### config.mk
export PLATFORM = sky130hd
export DESIGN_NAME = spi_sample_scheduler_flat
export DESIGN_NICKNAME = d
export VERILOG_FILES = /design/src/rtl/spi_sample_scheduler_if.sv /design/src/rtl/spi_sample_scheduler.sv /design/src/flat_wrapper.sv
export SDC_FILE = /design/constraint.sdc
export NUM_CORES = 1
export LEC_CHECK = 0
export ABC_AREA = 1
export CAP_MARGIN = 20
export CORE_AREA = 5 5 119 121
export CTS_BUF_LIST = sky130_fd_sc_hd__clkbuf_8
export DETAILED_ROUTE_END_ITERATION = 16
export DIE_AREA = 0 0 124 126
export PLACE_DENSITY = 0.83
export SETUP_SLACK_MARGIN = 0.5
export SYNTH_ARGS = -nofsm -noshare
export SYNTH_HDL_FRONTEND = slang
export SYNTH_SLANG_ARGS = --single-unit
### constraint.sdc
create_clock -name CLK_50Mhz -period 2.19 [get_ports CLK_50Mhz]
set_input_delay 0.438 -clock CLK_50Mhz [delete_from_list [all_inputs] [get_ports CLK_50Mhz]]
set_output_delay 0.438 -clock CLK_50Mhz [all_outputs]
set_load 0.03 [all_outputs]
### src/rtl/spi_sample_scheduler_if.sv
// rtl/spi_sample_scheduler_if.sv - SPI pin / sample output bundle for spi_sample_scheduler
interface spi_sample_scheduler_if #(
    parameter int FIFO_DEPTH = 4
);
    localparam int LW = $clog2(FIFO_DEPTH) + 1;

    logic          input_SPI_SCLK;
    logic          input_SPI_CS_n;
    logic          input_SPI_SDO;
    logic          sampleTick;
    logic [13:0]   outputFrequencySample;
    logic [7:0]    outputAmplitudeSample;
    logic          outputValid;
    logic [LW-1:0] fifoLevel;
    logic          overflowFlag;
    logic          frameErrorFlag;
    logic          inputLight;

    modport master (
        output input_SPI_SCLK, input_SPI_CS_n, input_SPI_SDO, sampleTick,
        input  outputFrequencySample, outputAmplitudeSample, outputValid,
               fifoLevel, overflowFlag, frameErrorFlag, inputLight
    );

    modport slave (
        input  input_SPI_SCLK, input_SPI_CS_n, input_SPI_SDO, sampleTick,
        output outputFrequencySample, outputAmplitudeSample, outputValid,
               fifoLevel, overflowFlag, frameErrorFlag, inputLight
    );
endinterface

### src/rtl/spi_sample_scheduler.sv
// rtl/spi_sample_scheduler.sv - SPI word framer, freq/amp pairing, sample FIFO and tick release
module spi_sample_scheduler #(
    parameter int FIFO_DEPTH  = 4,
    parameter int SYNC_STAGES = 2
) (
    input  logic                  CLK_50Mhz,
    input  logic                  reset_n,
    spi_sample_scheduler_if.slave bus
);
    localparam int LW = $clog2(FIFO_DEPTH) + 1;
    localparam int PW = $clog2(FIFO_DEPTH);
    localparam logic [4:0]    SETTLE = 5'(SYNC_STAGES);
    localparam logic [LW-1:0] FULL_LEVEL = LW'(FIFO_DEPTH);

    typedef enum logic [1:0] {WAIT_IDLE, IDLE, SHIFT, CHECK} state_t;

    state_t state_q, state_d;

    logic [SYNC_STAGES-1:0] sclk_sync_q, cs_sync_q, sdo_sync_q;
    logic                   sclk_prev_q, cs_prev_q;
    logic [15:0]            shift_q;
    logic [4:0]             cnt_q;
    logic [13:0]            pend_freq_q, last_freq_q;
    logic                   pend_valid_q;
    logic [21:0]            mem_q [FIFO_DEPTH];
    logic [PW-1:0]          wr_ptr_q, rd_ptr_q;
    logic [LW-1:0]          level_q;
    logic [13:0]            out_freq_q;
    logic [7:0]             out_amp_q;
    logic                   out_valid_q, ovf_q, ferr_q;

    logic sclk_s, cs_s, sdo_s, sclk_rise, cs_rise, cs_fall;
    logic shift_clr, shift_en, len_err, do_check;
    logic freq_ok, amp_ok, check_err, push, pop, push_acc, full, empty;
    logic [21:0] push_data;

    assign sclk_s    = sclk_sync_q[SYNC_STAGES-1];
    assign cs_s      = cs_sync_q[SYNC_STAGES-1];
    assign sdo_s     = sdo_sync_q[SYNC_STAGES-1];
    assign sclk_rise = sclk_s & ~sclk_prev_q;
    assign cs_rise   = cs_s & ~cs_prev_q;
    assign cs_fall   = ~cs_s & cs_prev_q;

    // Pin synchronizers plus one registered copy for edge detection
    always_ff @(posedge CLK_50Mhz) begin
        if (!reset_n) begin
            sclk_sync_q <= '0;
            cs_sync_q   <= '1;
            sdo_sync_q  <= '0;
            sclk_prev_q <= 1'b0;
            cs_prev_q   <= 1'b1;
        end else begin
            sclk_sync_q <= {sclk_sync_q[SYNC_STAGES-2:0], bus.input_SPI_SCLK};
            cs_sync_q   <= {cs_sync_q[SYNC_STAGES-2:0], bus.input_SPI_CS_n};
            sdo_sync_q  <= {sdo_sync_q[SYNC_STAGES-2:0], bus.input_SPI_SDO};
            sclk_prev_q <= sclk_s;
            cs_prev_q   <= cs_s;
        end
    end

    // Frame FSM state register
    always_ff @(posedge CLK_50Mhz) begin
        if (!reset_n) state_q <= WAIT_IDLE;
        else          state_q <= state_d;
    end

    // Frame FSM next state and strobes; WAIT_IDLE lets the synchronizers flush
    // their reset value so a frame already in flight is not mistaken for idle
    always_comb begin
        state_d   = state_q;
        shift_clr = 1'b0;
        shift_en  = 1'b0;
        len_err   = 1'b0;
        do_check  = 1'b0;
        case (state_q)
            WAIT_IDLE: if (cnt_q >= SETTLE && cs_s) state_d = IDLE;
            IDLE: if (cs_fall) begin
                shift_clr = 1'b1;
                state_d   = SHIFT;
            end
            SHIFT: begin
                if (cs_rise) begin
                    if (cnt_q == 5'd16) state_d = CHECK;
                    else begin
                        len_err = 1'b1;
                        state_d = IDLE;
                    end
                end else if (sclk_rise) begin
                    shift_en = 1'b1;
                end
            end
            CHECK: begin
                do_check = 1'b1;
                state_d  = IDLE;
            end
            default: state_d = WAIT_IDLE;
        endcase
    end

    assign freq_ok   = do_check & ~shift_q[15] & ~shift_q[14];
    assign amp_ok    = do_check & shift_q[15] & (shift_q[14:8] == 7'd0);
    assign check_err = do_check & ~freq_ok & ~amp_ok;
    assign push      = amp_ok;
    assign push_data = {(pend_valid_q ? pend_freq_q : last_freq_q), shift_q[7:0]};
    assign full      = (level_q == FULL_LEVEL);
    assign empty     = (level_q == '0);
    assign pop       = bus.sampleTick & ~empty;
    assign push_acc  = push & (~full | pop);

    // Shift register, bit counter (doubles as settle counter in WAIT_IDLE), pairing state
    always_ff @(posedge CLK_50Mhz) begin
        if (!reset_n) begin
            shift_q      <= '0;
            cnt_q        <= '0;
            pend_freq_q  <= '0;
            pend_valid_q <= 1'b0;
            last_freq_q  <= '0;
            ferr_q       <= 1'b0;
        end else begin
            if (state_q == WAIT_IDLE && cnt_q < SETTLE) cnt_q <= cnt_q + 5'd1;
            if (shift_clr) begin
                shift_q <= '0;
                cnt_q   <= '0;
            end else if (shift_en) begin
                shift_q <= {shift_q[14:0], sdo_s};
                if (cnt_q != 5'd17) cnt_q <= cnt_q + 5'd1;
            end
            if (freq_ok) begin
                pend_freq_q  <= shift_q[13:0];
                pend_valid_q <= 1'b1;
            end
            if (amp_ok) begin
                pend_valid_q <= 1'b0;
                last_freq_q  <= push_data[21:8];
            end
            if (len_err || check_err) ferr_q <= 1'b1;
        end
    end

    // FIFO storage; contents are don't-care until written
    always_ff @(posedge CLK_50Mhz) begin
        if (push_acc) mem_q[wr_ptr_q] <= push_data;
    end

    // FIFO pointers, level, overflow and output registers
    always_ff @(posedge CLK_50Mhz) begin
        if (!reset_n) begin
            wr_ptr_q    <= '0;
            rd_ptr_q    <= '0;
            level_q     <= '0;
            ovf_q       <= 1'b0;
            out_freq_q  <= '0;
            out_amp_q   <= '0;
            out_valid_q <= 1'b0;
        end else begin
            if (push_acc) wr_ptr_q <= wr_ptr_q + 1'b1;
            if (pop)      rd_ptr_q <= rd_ptr_q + 1'b1;
            if (push_acc && !pop)      level_q <= level_q + 1'b1;
            else if (pop && !push_acc) level_q <= level_q - 1'b1;
            if (push && full && !pop) ovf_q <= 1'b1;
            out_valid_q <= pop;
            if (pop) {out_freq_q, out_amp_q} <= mem_q[rd_ptr_q];
        end
    end

    assign bus.outputFrequencySample = out_freq_q;
    assign bus.outputAmplitudeSample = out_amp_q;
    assign bus.outputValid           = out_valid_q;
    assign bus.fifoLevel             = level_q;
    assign bus.overflowFlag          = ovf_q;
    assign bus.frameErrorFlag        = ferr_q;
    assign bus.inputLight            = (state_q == SHIFT);
endmodule

### src/flat_wrapper.sv
// flat-port wrapper written by rule: the top's interface ports become plain ports
module spi_sample_scheduler_flat 
#(
    parameter int FIFO_DEPTH  = 4,
    parameter int SYNC_STAGES = 2
)
  (CLK_50Mhz, reset_n, bus_input_SPI_SCLK, bus_input_SPI_CS_n, bus_input_SPI_SDO, bus_sampleTick, bus_outputFrequencySample, bus_outputAmplitudeSample, bus_outputValid, bus_fifoLevel, bus_overflowFlag, bus_frameErrorFlag, bus_inputLight);
  spi_sample_scheduler_if #(.FIFO_DEPTH(FIFO_DEPTH)) bus_i ();
  input  logic CLK_50Mhz;
  input  logic reset_n;
  input wire logic [$bits(bus_i.input_SPI_SCLK)-1:0] bus_input_SPI_SCLK;
  input wire logic [$bits(bus_i.input_SPI_CS_n)-1:0] bus_input_SPI_CS_n;
  input wire logic [$bits(bus_i.input_SPI_SDO)-1:0] bus_input_SPI_SDO;
  input wire logic [$bits(bus_i.sampleTick)-1:0] bus_sampleTick;
  output wire logic [$bits(bus_i.outputFrequencySample)-1:0] bus_outputFrequencySample;
  output wire logic [$bits(bus_i.outputAmplitudeSample)-1:0] bus_outputAmplitudeSample;
  output wire logic [$bits(bus_i.outputValid)-1:0] bus_outputValid;
  output wire logic [$bits(bus_i.fifoLevel)-1:0] bus_fifoLevel;
  output wire logic [$bits(bus_i.overflowFlag)-1:0] bus_overflowFlag;
  output wire logic [$bits(bus_i.frameErrorFlag)-1:0] bus_frameErrorFlag;
  output wire logic [$bits(bus_i.inputLight)-1:0] bus_inputLight;
  assign bus_i.input_SPI_SCLK = bus_input_SPI_SCLK;
  assign bus_i.input_SPI_CS_n = bus_input_SPI_CS_n;
  assign bus_i.input_SPI_SDO = bus_input_SPI_SDO;
  assign bus_i.sampleTick = bus_sampleTick;
  assign bus_outputFrequencySample = bus_i.outputFrequencySample;
  assign bus_outputAmplitudeSample = bus_i.outputAmplitudeSample;
  assign bus_outputValid = bus_i.outputValid;
  assign bus_fifoLevel = bus_i.fifoLevel;
  assign bus_overflowFlag = bus_i.overflowFlag;
  assign bus_frameErrorFlag = bus_i.frameErrorFlag;
  assign bus_inputLight = bus_i.inputLight;
  spi_sample_scheduler #(.FIFO_DEPTH(FIFO_DEPTH), .SYNC_STAGES(SYNC_STAGES)) u_core (.CLK_50Mhz(CLK_50Mhz), .reset_n(reset_n), .bus(bus_i));
endmodule
After elaboration in Yosys (flattened, before gate mapping)
Memory sizes are Yosys's and may differ from the RTL's. A register that Yosys moved wholly into a read port is not among the register bits.
Index checks and enable logic that the tools add are counted.

word-level totals
  register bits after elaboration = 70
  memory bits (writable) = 88
  bits of input ports = 6
  word-level logic and storage cells = 95
  memories = 1

memories
  memory        depth  width  read ports  clocked after memory_dff  wr ports  line                        source
  u_core.mem_q  4      22     1           1                         1         spi_sample_scheduler.sv:25  logic [21:0] mem_q [FIFO_DEPTH];

cells by class
  add/subtract/negate cells = 5
  magnitude comparators = 2
  equal/unequal tests = 9
  multiplexer cells = 22
  bitwise operators = 22
  reductions and logical operators = 17

operators with widths
  kind                 count
  $mux 5               3
  $mux 14              1
  $and 1x1->1          11
  $mux 1               11
  $not 1->1            10
  $mux 2               4
  $pmux 2 s4           1
  $logic_not 7->1      1
  $logic_and 1x1->1    6
  $mux 3               2
  $ne 2x1->1 const B   3
  $add 5x1->5 const B  1
  $eq 5x5->1 const B   1
  $ge 5x2->1 const B   1
  $lt 5x2->1 const B   1
  $ne 5x5->1 const B   1
  $add 2x1->2 const B  2
  $eq 2x2->1 const B   2
  $reduce_or 2->1      2
  $add 3x1->3 const B  1
  $eq 3x3->1 const B   1
  $logic_not 1->1      3
  $logic_not 3->1      1
  $reduce_and 3->1     1
  6 further kinds      6

Depth between registers and ports, before layout
  depth in word-level cells = 9
  gate-level depth with buffers = 12
  gate-level depth less buffers = 12

Worst setup path before layout
No wires, ideal clock.

  kind = register to register
  start = register u_core.level_q[0], in the netlist u_core.bus.fifoLevel[0]
  end = memory u_core.mem_q[0][0] (enable)
  library setup time = 401 ps
  data arrival time = 1946 ps
  data required time = 1789 ps
  slack = -157 ps
  cell stages (with the launch flop) = 5
  buffers on the path = 0
  path through = dfxtp_1 -> nor2_1 -> nand3_1 -> nand3_2 -> nor2_1

on the way
  word-level cells in the longest chain between the ends = 7
  elaborated cells between the ends (all ways) = 9
  classes of those cells = 1 x eq/ne; 2 x mux; 5 x bitwise; 1 x reduce/logical

RTL lines
  item                              line                         source
  start: declaration                spi_sample_scheduler.sv:27   logic [LW-1:0] level_q;
  start signal: assignment          spi_sample_scheduler.sv:158  if (push_acc && !pop) level_q <= level_q + 1'b1;
  start signal: assignment          spi_sample_scheduler.sv:159  else if (pop && !push_acc) level_q <= level_q - 1'b1;
  $logic_not 3->1                   spi_sample_scheduler.sv:106  assign empty = (level_q == '0);
  $not 1->1                         spi_sample_scheduler.sv:107  assign pop = bus.sampleTick & ~empty;
  $and 1x1->1                       spi_sample_scheduler.sv:107
  $or 1x1->1 (*)                    spi_sample_scheduler.sv:108  assign push_acc = push & (~full | pop);
  $and 1x1->1 (*)                   spi_sample_scheduler.sv:108
  $mux 1 (*)                        spi_sample_scheduler.sv:142  if (push_acc) mem_q[wr_ptr_q] <= push_data;
  $mux 1 (not written as such) (*)  spi_sample_scheduler.sv:142
  end: declaration                  spi_sample_scheduler.sv:25

Mark *: on every way between the ends. The rest lies on a longest branch, timed or not.

Worst setup path in the final report
  start = register u_core.state_q[1]
  end = register u_core.level_q[2], in the netlist u_core.bus.fifoLevel[2]

on the way
  word-level cells in the longest chain between the ends = 8
  elaborated cells between the ends (all ways) = 10
  classes of those cells = 1 x eq/ne; 2 x mux; 3 x bitwise; 4 x reduce/logical

RTL lines
  item                                line                         source
  start: declaration                  spi_sample_scheduler.sv:17   state_t state_q, state_d;
  start signal: assignment            spi_sample_scheduler.sv:64   else state_q <= state_d;
  $eq 2x2->1 (*)                      spi_sample_scheduler.sv:75   case (state_q)
  $mux 1 (*)                          spi_sample_scheduler.sv:75
  $and 1x1->1 (*) (2 in a row)        spi_sample_scheduler.sv:101  assign amp_ok = do_check & shift_q[15] & (shift_q[14:8] == 7'd0);
  $and 1x1->1 (*)                     spi_sample_scheduler.sv:108
  via u_core.push_acc                 spi_sample_scheduler.sv:34   logic freq_ok, amp_ok, check_err, push, pop, push_acc, full, empty;
  $logic_not 1->1                     spi_sample_scheduler.sv:159
  $logic_and 1x1->1                   spi_sample_scheduler.sv:159
  $reduce_bool 2->1 (no source line)  n/a

The timed path passes the listed nets; every way through them passes the cells marked *.
A chain may end at the register's enable or synchronous reset.

==> results.py <==
metrics = {
    "status": {
        "outcome": "finished, final reports clean",
    },
    "logic_synthesis": {
        "synth.distinct_cells": 35,
        "synth-xor-area-share_pct": 0.124,
        "synth-adder-area-share_pct": 2.76,
        "yosys_warnings": 0,
        "yosys.area.top_type": "edfxtp_1",
        "synth_common_cells": "nor2_1, o21ai_0, dfxtp_1",
        "synthMuxAreaShare_pct": 0,
        "synth_area_per_cell_um2": 9.88,
        "synthFlopType": "dfxtp_1",
        "netlist_area_um2": 7060,
        "synth-compound-area-share_pct": 14.1,
        "syn_nets": 736,
        "yosys.area_share.simple_pct": 13.4,
        "synth_top_family_by_area": "compound AO/OA/AOI/OAI gates",
        "ys_seq_elements": 180,
        "ys_seq_area_share_pct": 63.5,
        "synth_most_common_cell": "nor2_1",
        "synth.area.top_cells": "edfxtp_1, dfxtp_1, o21ai_0",
        "postSynthCellCount": 715,
        "async_flop_share_pct": 0,
        "synth_top_area_share_pct": 37.4,
        "synth_edf_count": 88,
    },
    "sta": {
        "slew_viol_final": 0,
        "fmax_mhz": 531,
        "worst_pin_slew_ns": 0.698,
        "timing.hold.ws_ns": 0.335,
        "rsz0062_at_grt": "yes",
        "final-setup-viol-count": 0,
        "maxSlewHeadroom_pct": 53.0,
        "clock_skew_ns": 0.0116,
        "fin_crit_ns": 1.88,
        "fin_tns_setup_ns": 0,
        "period_share_pct": 85.9,
        "worst_slack_ns": 0.308,
        "finalHoldViolCount": 0,
    },
    "critical_path": {
        "critPathCaptureType": "flip-flop",
        "crit_fanout": 3,
        "start_kind": "flip-flop",
        "cp_cell_sequence": "ha_4, nand2_4, nor2_4, nand3_4, inv_2, ha_4, inv_2, fa_2, a21oi_2, o21ai_1, o21ai_1, a21oi_1",
        "cp.required_ns": 2.53,
        "cpPeakStageDelay_ns": 0.37,
        "cp_top_family": "adder cells",
        "timing.rr.start": "u_core.state_q[1]",
        "setup.worst_path.class": "reg -> reg",
        "rrSetupSlack_ns": 0.31,
        "critPathBufInv": 2,
        "worstPathArrival_ns": 2.22,
        "reg2reg_depth": 12,
        "r2r-end": "u_core.bus.fifoLevel[2]",
        "slowest_stage": "dfxtp_4",
    },
    "placement": {
        "dpl_cell_area_um2": 7680,
        "io_buffers": 34,
        "place_ws_ns": -0.101,
        "gp_congestion": 0.804,
        "dp_hpwl_mm": 9.47,
        "post-place-cells": 908,
    },
    "min_path": {
        "holdCritPathClass": "in -> reg",
        "hp-start": "reset_n",
        "min_to": "u_core.shift_q[0]",
        "holdPathStages": 3,
    },
    "detailed_routing": {
        "ant_nets": 0,
        "wire_per_inst_um": 15.3,
        "drc": 0,
        "vias": 5111,
        "viasPerCell": 5.40,
        "routed_wl_mm": 14.5,
        "firstDrtPassIters": 5,
        "drt_iter0_markers": 590,
    },
    "clocking": {
        "htree_levels": 4,
        "cts_made_buffers": 17,
        "clkSinkCount": 180,
        "cts_tree": "done",
        "clk_pin_slew_ns": 0.08,
        "clockBufferDepth": 2,
        "hold_buffers": 0,
        "clk_latency_ns": 0.45,
        "root_buffer": "clkbuf_8",
    },
    "finish": {
        "design_area_um2": 8140,
        "seqCellArea_um2": 4500,
        "fill_cells": 1041,
        "multiInputGateArea_um2": 2220,
        "area_growth_pct": 15.2,
        "n_antenna_cell": 0,
        "fin_util_pct": 62.7,
        "final_cells": 947,
        "finalNetCount": 779,
        "drive_gt1_share_pct": 12.7,
    },
    "global_routing": {
        "grt_max_degree": 58,
        "antenna_found_initial": 0,
        "grt_first_pass_wirelength_mm": 23.5,
        "grt_usage_pct": 19.4,
        "overflow": 0,
        "grt_pass1_vias": 4918,
    },
    "power": {
        "power.total_mw": 8.04,
        "vdd_drop_max_mv": 0.631,
        "p_leak_nw": 2.91,
        "powerDensity_nw_per_um2": 988,
    },
    "floorplan": {
        "ios": 35,
        "floorplan.initialDensity_pct": 54.4,
        "dieArea_um2": 15600,
        "fp.dieW_um": 124,
        "coreArea_um2": 13000,
        "fp.dieH_um": 126,
        "rows": 42,
    },
    "run": {
        "cap_viol_max_count": 0,
    },
}
[how the worst max path moves through the flow]
| stage | from | end | slack [ns] | depth (start not counted) |
|---|---|---|---|---|
| floorplan | u_core.state_q[0] | u_core.bus.fifoLevel[2] | 0.31 | 12 |
| global placement | bus_sampleTick | u_core.bus.fifoLevel[2] | -0.04 | 12 |
| detailed placement | bus_sampleTick | u_core.bus.fifoLevel[2] | -0.10 | 12 |
| CTS | u_core.state_q[0] | bus_inputLight | 0.25 | 3 |
| global route | u_core.state_q[1] | u_core.bus.fifoLevel[2] | 0.24 | 12 |
| finish | u_core.state_q[1] | u_core.bus.fifoLevel[2] | 0.31 | 12 |
[worst register-to-register path, delay by kind of cell (launching register included)]
kind / cells / cell delay, ns
fa+ha+maj: 3 / 0.63
simple gates: 3 / 0.26
flops: 1 / 0.37
compound gates: 4 / 0.39
buf+inv: 2 / 0.12
[cells in the final DEF, fill, tap and decap left out, types with 11 or more instances in the layout]
master	n
nor2_1	139
o21ai_0	109
edfxtp_1	88
dfxtp_1	86
inv_1	58
nand2_1	55
a21oi_1	35
o22ai_1	22
o21ai_1	21
buf_4	21
clkbuf_8	18
dlygate4sd2_1	15
ha_1	11
[per-layer routing]
layer / track usage (%) / routed length, µm / vias up
met1: 24.1 / 5900 / 2440
met2: 33.4 / 7350 / 166
met3: 4.80 / 1050 / 20
met4: 5.35 / 184 / 0
li1: - / - / 2485
met5: 0 / 0 / -
[where the power goes]
part	leakage (nW)	switching, mW	internal, mW
Sequential	1.42	0.186	3.80
Combinational	1.30	1.27	0.606
Clock	0.194	1.15	1.03
[cells by family (layout without fill, tap and decap cells)]
| group | count (synthesis) | after routing |
|---|---|---|
| buffers and inverters | 100 | 156 |
| and+or+nand+nor | 228 | 228 |
| xor gates and xnor gates | 1 | 1 |
| DFF | 180 | 180 |
| adders and majority gates | 15 | 15 |
| AOI/OAI and AO/OA | 191 | 191 |
[state kept, by name, indices dropped and copies added, names as in the netlist, 3 cells and up]
| signal | count |
|---|---|
| u_core.cnt_q | 5 |
| u_core.bus.fifoLevel | 3 |
| u_core.bus.outputFrequencySample | 14 |
| u_core.shift_q | 16 |
| u_core.mem_q | 88 |
| u_core.bus.outputAmplitudeSample | 8 |
| u_core.pend_freq_q | 14 |
| u_core.last_freq_q | 14 |
[area by class of cell]
type                    count  share of cell area [%]
clock buffers              18                    3.04
well taps                 176                    2.71
inverters                  64                    3.09
flip-flops and latches    180                    55.4
clock inverters            14                    1.68
multi-input cells         435                    27.3
repair buffers             60                    6.78
[timing repair]
item | 4_1_cts | 5_1_grt
endpoints found under the setup margin | 73 | 124
pin swaps | 3 | 6
cloned | 0 | 0
setup buffers | 2 | 5
gates resized for setup | 38 | 31
Power figures use the tool's default switching activity.
